[src/rtl/sad_accumulator.sv]
// Sum-of-absolute-differences engine: captures 16 frame/window word pairs, folds
// LANES pairs per cycle into a saturating accumulator, and tracks the best (minimum) SAD.

module sad_lane (
  input  logic [31:0] a_i,
  input  logic [31:0] b_i,
  output logic [31:0] d_o
);
  assign d_o = (a_i >= b_i) ? (a_i - b_i) : (b_i - a_i);
endmodule

module sad_accumulator #(
  parameter int LANES = 4
) (
  input  logic         clk_i,
  input  logic         rst_i,
  input  logic         start_i,
  input  logic [31:0]  pos_i,
  input  logic [511:0] frame_bus_i,
  input  logic [511:0] window_bus_i,
  input  logic         clear_min_i,
  output logic         busy_o,
  output logic         done_o,
  output logic [31:0]  sad_o,
  output logic [31:0]  min_sad_o,
  output logic [31:0]  min_pos_o,
  output logic         min_valid_o
);
  localparam int         GROUPS = 16 / LANES;
  localparam logic [3:0] LAST   = 4'(GROUPS - 1);

  typedef enum logic [1:0] {IDLE, ACCUM, FINISH} state_t;

  state_t            state_q, state_d;
  logic [15:0][31:0] frame_q, frame_d, win_q, win_d;
  logic [31:0]       pos_q, pos_d, acc_q, acc_d, sad_q, sad_d;
  logic [31:0]       min_sad_q, min_sad_d, min_pos_q, min_pos_d;
  logic [3:0]        cnt_q, cnt_d;
  logic              done_q, done_d, min_valid_q, min_valid_d;

  logic [LANES-1:0][31:0] lane_f, lane_w, lane_d;
  logic [36:0]            psum;
  logic [37:0]            total;
  logic [31:0]            acc_sat;

  for (genvar l = 0; l < LANES; l++) begin : g_lane
    assign lane_f[l] = frame_q[4'(int'(cnt_q) * LANES + l)];
    assign lane_w[l] = win_q[4'(int'(cnt_q) * LANES + l)];
    sad_lane u_lane (.a_i(lane_f[l]), .b_i(lane_w[l]), .d_o(lane_d[l]));
  end

  // Wide partial sum so a single saturation step covers both the lane sum and the add.
  always_comb begin
    psum = '0;
    for (int l = 0; l < LANES; l++) psum = psum + 37'(lane_d[l]);
    total   = 38'(acc_q) + 38'(psum);
    acc_sat = (|total[37:32]) ? 32'hFFFF_FFFF : total[31:0];
  end

  always_comb begin
    state_d     = state_q;
    frame_d     = frame_q;
    win_d       = win_q;
    pos_d       = pos_q;
    acc_d       = acc_q;
    cnt_d       = cnt_q;
    sad_d       = sad_q;
    done_d      = 1'b0;
    min_sad_d   = min_sad_q;
    min_pos_d   = min_pos_q;
    min_valid_d = min_valid_q;
    if (clear_min_i) min_valid_d = 1'b0;
    case (state_q)
      IDLE: if (start_i) begin
        frame_d = frame_bus_i;
        win_d   = window_bus_i;
        pos_d   = pos_i;
        acc_d   = '0;
        cnt_d   = '0;
        state_d = ACCUM;
      end
      ACCUM: begin
        acc_d = acc_sat;
        cnt_d = cnt_q + 4'd1;
        if (cnt_q == LAST) state_d = FINISH;
      end
      FINISH: begin
        sad_d   = acc_q;
        done_d  = 1'b1;
        state_d = IDLE;
        // A clear on this edge wipes the old minimum before the new result is considered.
        if (!min_valid_q || clear_min_i || acc_q < min_sad_q) begin
          min_sad_d   = acc_q;
          min_pos_d   = pos_q;
          min_valid_d = 1'b1;
        end
      end
      default: state_d = IDLE;
    endcase
  end

  always_ff @(posedge clk_i or posedge rst_i) begin
    if (rst_i) begin
      state_q     <= IDLE;
      frame_q     <= '0;
      win_q       <= '0;
      pos_q       <= '0;
      acc_q       <= '0;
      cnt_q       <= '0;
      sad_q       <= '0;
      done_q      <= 1'b0;
      min_sad_q   <= '0;
      min_pos_q   <= '0;
      min_valid_q <= 1'b0;
    end else begin
      state_q     <= state_d;
      frame_q     <= frame_d;
      win_q       <= win_d;
      pos_q       <= pos_d;
      acc_q       <= acc_d;
      cnt_q       <= cnt_d;
      sad_q       <= sad_d;
      done_q      <= done_d;
      min_sad_q   <= min_sad_d;
      min_pos_q   <= min_pos_d;
      min_valid_q <= min_valid_d;
    end
  end

  assign busy_o      = (state_q != IDLE);
  assign done_o      = done_q;
  assign sad_o       = sad_q;
  assign min_sad_o   = min_sad_q;
  assign min_pos_o   = min_pos_q;
  assign min_valid_o = min_valid_q;
endmodule

[config.mk]
export PLATFORM = sky130hd
export DESIGN_NAME = sad_accumulator
export DESIGN_NICKNAME = d
export VERILOG_FILES = /design/src/rtl/sad_accumulator.sv
export SDC_FILE = /design/constraint.sdc
export NUM_CORES = 2
export LEC_CHECK = 0
export CORE_AREA = 2 2 447 449
export CTS_BUF_LIST = sky130_fd_sc_hd__clkbuf_4
export DETAILED_ROUTE_END_ITERATION = 10
export DIE_AREA = 0 0 449 451
export GPL_TIMING_DRIVEN = 0
export PLACE_DENSITY = 0.57
export SYNTH_ARGS = -nofsm -noshare
export SYNTH_HDL_FRONTEND = slang
export SYNTH_SLANG_ARGS = --single-unit
[constraint.sdc]
create_clock -name clk_i -period 75.9 [get_ports clk_i]
set_input_delay 7.59 -clock clk_i [delete_from_list [all_inputs] [get_ports clk_i]]
set_output_delay 7.59 -clock clk_i [all_outputs]
set_load 0.01 [all_outputs]
==> summary.txt <==
Clock tree
  – Clk sink count: 1192
  – CTS tree: done
  – Clock tree buffer depth: 4
  – Cts bufs inserted: 351
  – Post-CTS Hold Buffers: 0
  – Setup Fix Bufs, Post-CTS: 0
  – H-tree depth: 5
  – Root buffer cell: clkbuf_4
  – Worst-skew pair later-pin latency: 1.40 ns
  – Worst-path clk slew: 0.07 ns
  – Post_cts resized: 0

Floorplan
  – Total core area: 198000 sq um
  – Initial core utilization: 35.0%
  – Rows: 164
  – Die height: 451 um
  – Die Span X: 449 um
  – Die ar.: 202000 sq um
  – I/O pins: 1159

Global route
  – GR Overflow Total: 0
  – Vias in the first global route: 65400
  – Gr usage total: 31.2%
  – First-pass GRT wire length: 457000 um
  – Initial antenna violation count: 58
  – Largest net degree at the start of global routing: 129

STA
  – Fmax: 0.0834 GHz
  – RSZ-0062 raised after global routing: false
  – Setup_tns: 0 ns
  – Tcrit/Tclk final: 15.8%
  – Final hold viol count: 0
  – Setup violators final: 0
  – Least-Margin Pin Slew: 1.47 ns
  – Relative slew margins: 2.21%
  – Worst Skew: 0.118 ns
  – Crit path time final: 12.00 ns
  – Pins Over Slew Limit: 0

Synthesis
  – Yosys cell types: 87
  – Post-synthesis register bit count: 1192
  – Net Count, Synth: 9339
  – Synth Flop Type: dfrtp_1
  – Synth warn: 0
  – Post-Syn Area per Cell: 8.82 sq um
  – Post-synth EDFFs: 0
  – Post-Syn Area: 69300 sq um
  – Cells after Synth: 7857
  – Sequential cell area fraction in the yosys report: 43.0%
  – FFs w/ async S/R, synth: 100%

Detailed routing
  – Drt wl/cell: 26.2 um
  – Post-DRT Antenna Nets: 0
  – Uppermost layer routed: met5
  – DRT met1 WL: 130000 um
  – Drt first pass iters: 7
  – DR vias/cell: 5.23
  – DRT iter0 DRCs: 5532
  – WL met3: 22200 um
  – Met2 Routed Length: 154000 um
  – Routed wire length: 324000 um
  – DR vias: 64600
  – Detailed-route DRC error count: 0

Place
  – Port Buffers: 1158
  – Post-DP HPWL: 264000 um
  – Routability cong.: 0.971

Worst setup path
  – Startpoint types: register
  – Critical path peak fanout: 10
  – Arrival time at the worst endpoint: 13.18 ns
  – Crit path max-delay family: buffers and inverters
  – CP Buf/Inv Count: 8
  – Most common cell on crit path: buf_2
  – Worst setup path start: cnt_q[0]$_DFFE_PP0P_
  – Crit path required time: 77.09 ns
  – Worst setup EP type: register
  – FF-to-FF Start: cnt_q[0]$_DFFE_PP0P_
  – CP max-delay cell: buf_1
  – Slowest cell delay on critical path: 1.03 ns
  – Kind of critical path: register to register

Layout
  – Layout cells sized above 1: 10.5%
  – Register area: 29800 sq um
  – Final core utilization: 45.0%
  – Area delta synth->final: 28.7%
  – Multi-input logic area: 36000 sq um
  – Most frequent cells in the layout: nand2_1 (3468), dfrtp_1 (1192), clkdlybuf4s50_1 (1158)
  – Commonest non-fill, non-tap cell in the layout: nand2_1
  – # fillers: 20000
  – Nets: 10900

Status
  – Outcome: finished, final reports clean

Min path
  – Hold crit path type: register to register
  – Worst Min Path Start: pos_q[11]$_DFFE_PP0P_

Job
  – Max Cap Viol: 0
sequential cells by signal, summed over array words and instances, names as in the netlist:
signal,cells
frame_q,512
win_q,512
acc_q,32
min_pos_o,32
min_sad_o,32
pos_q,32
sad_o,32
cnt_q,4
state_q,2
done_o,1
min_valid_o,1
synthesized netlist by cell type (all sizes together) (44+ instances only):
library cell	n	area, sq um
a21oi	286	1450
clkbuf	327	1230
o21bai	58	435
mux4	256	5770
a21o	178	1340
xnor2	89	780
inv	438	1640
ha	319	3990
dfrtp	1192	29800
mux2	76	856
nand4	44	275
nor2	122	463
o21ai	150	751
nand2	3470	13000
xor2	57	499
buf	115	557
fa	103	2060
final timing paths:
| path | to | slack [ns] | cells past startpoint |
|---|---|---|---|
| setup / recovery | acc_q[12]$_DFFE_PP0P_ | 63.90 | 31 |
| hold / removal | min_pos_o[11]$_DFFE_PP0P_ | 0.46 | 1 |
| setup reg to reg | acc_q[12]$_DFFE_PP0P_ | 63.90 | 31 |
| hold reg to reg | min_pos_o[11]$_DFFE_PP0P_ | 0.46 | 1 |
| max in group asynchronous | win_q[23]$_DFFE_PP0P_ | 66.40 | 7 |
| min in group asynchronous | win_q[111]$_DFFE_PP0P_ | 6.52 | 2 |
worst reg2reg max path: cells and delay by family (launching register included):
kind | cells | cell delay, ns
adder cells (fa/ha/maj) | 5 | 2.13
AO/OA/AOI/OAI | 10 | 2.59
flip-flops | 1 | 0.35
XOR/XNOR | 1 | 0.42
AND/OR/NAND/NOR | 4 | 1.39
buffers and inverters | 8 | 4.00
multiplexers | 3 | 0.95
cells by family (layout without fill, tap and decap cells):
group / Yosys count / count (layout) / share of synthesized area (%)
DFF: 1192 / 1192 / 43.0
buffers and inverters: 882 / 2653 / 4.96
other: 0 / 51 / 0
adders and majority gates: 422 / 422 / 8.74
xor gates and xnor gates: 146 / 146 / 1.85
muxes: 375 / 375 / 10.2
AOI/OAI and AO/OA: 966 / 966 / 9.26
and+or+nand+nor: 3874 / 3874 / 22.0
metrics by stage:
step                hold slack (ns)  instances  area [sq um]  setup slack [ns]
floorplan                     0.440       7857         69300             34.73
global placement              0.452      11700         84200             20.34
detailed placement            0.456      11700         84800             64.00
CTS                           0.449      12300         89100             63.93
global route                  0.482      12300         89200             63.47
finish                        0.455      12300         89200             63.90
layout make-up:
cell class,count,share of cell area [%]
antenna,51,0.143
buffer,442,2.04
clock buffer,506,4.26
clock inverter,85,0.499
inverter,440,1.86
multi-input combinational,5783,40.4
sequential,1192,33.4
tap,2656,3.73
timing repair buffer,1180,13.6
layer usage:
| metal | up-vias | global-route usage [%] |
|---|---|---|
| li1 | 29000 | - |
| met1 | 32200 | 38.9 |
| met5 | - | 0 |
| met3 | 634 | 6.40 |
| met2 | 2758 | 51.0 |
| met4 | 10 | 16.7 |
Power is not shown: default switching activity piles up to over one toggle a cycle in this logic, so the estimate is an artifact.
